File: src/rtl/elevator_ctrl.sv
// Elevator floor controller driving an external BCD up/down counter.
// Accepts one floor request at a time in IDLE, pulses the counter enable
// every STEP_CYCLES cycles toward the target, then holds the door open for
// DWELL_CYCLES cycles before accepting the next request.
module elevator_ctrl #(
  parameter int STEP_CYCLES  = 3,
  parameter int DWELL_CYCLES = 4
) (
  input  logic       clk,
  input  logic       reset,
  input  logic       req_valid,
  input  logic [3:0] req_floor,
  output logic       req_ready,
  input  logic       home,
  input  logic [3:0] count,
  output logic       en,
  output logic       up_down,
  output logic       load,
  output logic [3:0] data,
  output logic       moving,
  output logic       door_open,
  output logic       arrived,
  output logic       req_err
);

  typedef enum logic [1:0] {
    IDLE  = 2'd0,
    MOVE  = 2'd1,
    DWELL = 2'd2
  } state_t;

  localparam logic [3:0] STEP_LAST  = 4'(STEP_CYCLES - 1);
  localparam logic [3:0] DWELL_LAST = 4'(DWELL_CYCLES - 1);
  localparam logic [3:0] MAX_FLOOR  = 4'd9;

  state_t     state, state_d;
  logic [3:0] step_q, step_d;
  logic [3:0] dwell_q, dwell_d;
  logic [3:0] target_q, target_d;
  logic       up_q, up_d;
  logic       arrived_q, arrived_d;
  logic       req_err_q, req_err_d;

  // Register all controller state; reset aborts any move or dwell in progress.
  // NOTE: sequential state uses non-blocking assignments so every flop samples
  // pre-edge values regardless of statement order.
  always_ff @(posedge clk or negedge reset) begin
    if (!reset) begin
      state     <= IDLE;
      step_q    <= '0;
      dwell_q   <= '0;
      target_q  <= '0;
      up_q      <= 1'b1;
      arrived_q <= 1'b0;
      req_err_q <= 1'b0;
    end else begin
      state     <= state_d;
      step_q    <= step_d;
      dwell_q   <= dwell_d;
      target_q  <= target_d;
      up_q      <= up_d;
      arrived_q <= arrived_d;
      req_err_q <= req_err_d;
    end
  end

  // Next-state, timer and strobe logic for the IDLE/MOVE/DWELL sequence.
  // NOTE: every variable gets a default first so no path can infer a latch.
  always_comb begin
    state_d   = state;
    step_d    = step_q;
    dwell_d   = dwell_q;
    target_d  = target_q;
    up_d      = up_q;
    arrived_d = 1'b0;
    req_err_d = 1'b0;
    en        = 1'b0;
    load      = 1'b0;

    case (state)
      IDLE: begin
        if (req_valid) begin
          // A request always beats home; an out-of-range floor is only flagged.
          if (req_floor > MAX_FLOOR) begin
            req_err_d = 1'b1;
          end else if (req_floor == count) begin
            state_d   = DWELL;
            dwell_d   = '0;
            arrived_d = 1'b1;
          end else begin
            target_d = req_floor;
            up_d     = (req_floor > count);
            step_d   = '0;
            state_d  = MOVE;
          end
        end else if (home) begin
          load = 1'b1;
        end
      end

      MOVE: begin
        // Arrival takes priority so the counter is never stepped past the
        // target, even when STEP_CYCLES is 1 and the timer is always due.
        if (count == target_q) begin
          state_d   = DWELL;
          dwell_d   = '0;
          arrived_d = 1'b1;
        end else if (step_q == STEP_LAST) begin
          en     = 1'b1;
          step_d = '0;
        end else begin
          step_d = step_q + 4'd1;
        end
      end

      DWELL: begin
        if (dwell_q == DWELL_LAST) begin
          state_d = IDLE;
        end else begin
          dwell_d = dwell_q + 4'd1;
        end
      end

      default: state_d = IDLE;
    endcase
  end

  assign req_ready = (state == IDLE);
  assign moving    = (state == MOVE);
  assign door_open = (state == DWELL);
  assign up_down   = up_q;
  assign arrived   = arrived_q;
  assign req_err   = req_err_q;
  assign data      = '0;

endmodule

File: config.mk
export PLATFORM = sky130hd
export DESIGN_NAME = elevator_ctrl
export DESIGN_NICKNAME = d
export VERILOG_FILES = /design/src/rtl/elevator_ctrl.sv
export SDC_FILE = /design/constraint.sdc
export NUM_CORES = 1
export LEC_CHECK = 0
export ABC_AREA = 1
export CORE_ASPECT_RATIO = 0.8
export CORE_MARGIN = 10
export CORE_UTILIZATION = 52
export CTS_BUF_LIST = sky130_fd_sc_hd__clkbuf_8
export CTS_CLUSTER_SIZE = 24
export DETAILED_ROUTE_END_ITERATION = 7
export PLACE_DENSITY = 0.81
export SYNTH_ARGS = -nofsm -noshare
export SYNTH_HDL_FRONTEND = slang
export SYNTH_SLANG_ARGS = --single-unit
File: constraint.sdc
create_clock -name clk -period 1.5 [get_ports clk]
set_input_delay 0.3 -clock clk [delete_from_list [all_inputs] [get_ports clk]]
set_output_delay 0.3 -clock clk [all_outputs]
set_load 0.1 [all_outputs]
==> metrics.md <==
| Metric | Value |
|---|---|
| Root buf cell | clkbuf_8 |
| Synth Flop Type | dfrtp_1 |
| Final instance area | 1807 um^2 |
| DR pass1 iterations | 6 |
| Count of final setup violators | 13 |
| Yosys top cell area share | 0.3666 |
| Fin. Hold Viols | 0 |
| Flop2flop setup slack | -0.10 ns |
| CTS Buf Count | 3 |
| Final ANT Viol Nets | 0 |
| Mapped Cells | 139 |
| Die X | 71.24 um |
| VDD IR-drop max | 0.001929 V |
| Clock Skew | 0.001185 ns |
| Post-layout min period | 1.791 ns |
| Clk sinks | 17 |
| CTS tree | done |
| I/O pins | 24 |
| Hold_ws | 0.2748 ns |
| Detailed Place HPWL | 2.425 mm |
| Kind of critical path | reg2out |
| Post-synth EDFFs | 0 |
| Async SR Flop Fraction | 1.000 |
| Post-synthesis register bit count | 17 |
| Row count | 14 |
| Initial antenna violation count | 0 |
| Crit path capture type | output pin |
| WL per Instance | 20.44 um |
| Layer with the highest usage | met2 |
| Setup TNS | -0.9603 ns |
| Setup crit start kind | flop |
| Avg Synthesized Cell Area | 7.858 um^2 |
| Final total power | 4.011 mW |
| # port buffers | 19 |
| Hold_buf cts | 0 |
| Top-count cell post-synth | nand2_1 |
| Arrival time at the worst endpoint | 1.49 ns |
| GR Util met2 | 0.3078 |
| Worst Hold Class | in2async |
| Pins Over Slew Limit | 0 |
| Antenna diodes | 0 |
| CP max FO | 3 |
| Core Util, Final | 0.9292 |
| Worst setup margin | -0.2913 ns |
| Leak Pwr | 0.9026 nW |
| First-pass GRT wire length | 6.285 mm |
| Synth area leader | dfrtp_1 |
| Total of max-cap violations | 0 |
| M3 GR Usage | 0.06525 |
| CP required | 1.20 ns |
| Core Region | 1944 um^2 |
| DIE AREA | 4345 um^2 |
| H-tree depth | 1 |
| Reg-to-reg startpoint | target_q[0] |
| Clock Tree Buf Depth | 2 |
| Sequential share of the synthesized area | 0.3906 |
| DR iter-0 viols | 102 |
| Unrepaired setup endpoints after global routing | true |
| GRT Total Usage | 0.1785 |
| FF-to-FF path depth | 11 |
| Top cells by count, synth | nand2_1 (34), dfrtp_1 (16), inv_1 (16) |
| Worst-Skew Late Latency | 0.26 ns |
| Via density | 6.037 |
| NumNets Final | 213 |
| Netlist cell types | 25 |
| Share of layout cells above drive strength 1 | 0.4870 |
| Total grt overflow | 0 |
| Largest net degree at the start of global routing | 11 |
| GPL Wtd Cong | 0.8351 |
| Clock-pin slew on the worst setup and hold paths | 0.07 ns |
| Max Fclk | 0.5583 GHz |
| Fin crit share | 1.194 |
| YS warnings | 0 |
| Number of global-route vias before repair | 1333 |
| Detailed-route via count | 1310 |
| Pwr Density | 2220 nW/um^2 |
| Largest cells by area after synthesis | dfrtp_1 (37%), nand2_1 (12%), ha_1 (8.0%), inv_1 (5.5%), nand3_1 (5.0%) |
| Initial Utilization | 0.5618 |
| Area Growth Syn to Fin | 65.41% |
| Global Route met1 Usage | 0.1882 |
| DRC | 0 |
| Status | complete, but fails checks |
| End of the worst register-to-register path | dwell_q[0] |
| Final wirelength | 4.435 mm |
| Failing checks | negative setup slack |
| Cell Area, Placed | 1544 um^2 |
| Post-Syn Area | 1092 um^2 |
| Die Ht | 61.00 um |
## cells in the final DEF, fill, tap and decap left out
master / n
dfrtp_1: 14
nand3_1: 6
clkinv_2: 1
o21ai_1: 4
nand3_2: 5
nand2_2: 12
xor2_1: 1
nand2_1: 23
nand3b_4: 1
buf_6: 5
nor3_1: 1
nor2_2: 2
inv_6: 1
nor2_1: 5
buf_12: 9
inv_1: 10
xnor2_1: 1
dfrtp_2: 2
dfstp_2: 1
buf_4: 26
o21ai_2: 5
clkdlybuf4s50_1: 2
a21oi_1: 5
clkbuf_8: 3
conb_1: 4
o21ai_0: 1
nor2_4: 6
inv_2: 9
or2_2: 1
nand3_4: 1
nand4_1: 7
ha_4: 1
dlygate4sd2_1: 9
nand2_4: 2
clkinv_4: 1
ha_1: 6
## what timing repair did
action	4_1_cts	5_1_grt
setup buffers	15	3
pin swaps	15	3
endpoints found under the setup margin	18	14
resized for setup	23	19
## sequential cells by signal, summed over array words and instances (netlist names)
name,cells
state,2
up_down,1
req_err,1
step_q,4
arrived,1
target_q,4
dwell_q,4
## power breakdown
part           internal [mW]  total (mW)  switching (mW)
registers              0.638       0.834           0.196
logic                   1.09        2.81            1.72
clock network          0.185       0.368           0.183
total                   1.91        4.01            2.10
## final cells by class
type                            instances  area [um^2]
Tap cell                               24        30.03
Timing Repair Buffer                   51        530.5
Fill cell                              66        137.6
Sequential cell                        17        429.2
Clock inverter                          1        5.005
Clock buffer                            3        41.29
Inverter                               21        88.84
Multi-Input combinational cell        100        681.9
## worst max-delay path by stage
stage / endpoint / cells past startpoint / slack, ns / startpoint
final: en / 8 / -0.29 / target_q[0]
after global routing: en / 8 / -0.32 / target_q[0]
after CTS: en / 7 / -0.15 / target_q[3]
after detailed placement: step_q[3] / 9 / -0.44 / count[1]
after global placement: target_q[3] / 9 / -0.36 / count[3]
after floorplan: load / 3 / -0.39 / state[1]
## cell families (layout without fill, tap and decap cells)
group,Yosys count,count (layout),share of synthesized area
AO/OA/AOI/OAI,15,15,0.08246
XOR/XNOR,2,2,0.01604
adder cells (fa/ha/maj),7,7,0.08018
buffers and inverters,25,76,0.1042
flip-flops,17,17,0.3906
other,1,4,0.003433
AND/OR/NAND/NOR,72,72,0.3230
## worst max-delay path, cell delays in order, from the launching register on
cell	delay [ns]
dfrtp_1	0.42
inv_1	0.10
nand2_1	0.07
nand2_1	0.13
nor2_2	0.07
nand2_2	0.10
nand2_4	0.07
nor2_4	0.10
buf_12	0.18
## routing by layer
| metal | up-vias | share of wire | wire [um] |
|---|---|---|---|
| met5 | - | 0 | 0 |
| met1 | 611 | 0.33 | 1464 |
| met3 | 43 | 0.096 | 424 |
| met2 | 104 | 0.50 | 2202 |
| met4 | 0 | 0.078 | 344 |
| li1 | 552 | - | - |
## through the flow
stage / instances / worst slack (ns)
3_5_place_dp: 196 / -0.4418
2_1_floorplan: 142 / -0.3865
6_report: 217 / -0.2913
5_1_grt: 217 / -0.3188
3_3_place_gp: 196 / -0.3596
4_1_cts: 215 / -0.1503
Power figures use the tool's default switching activity.
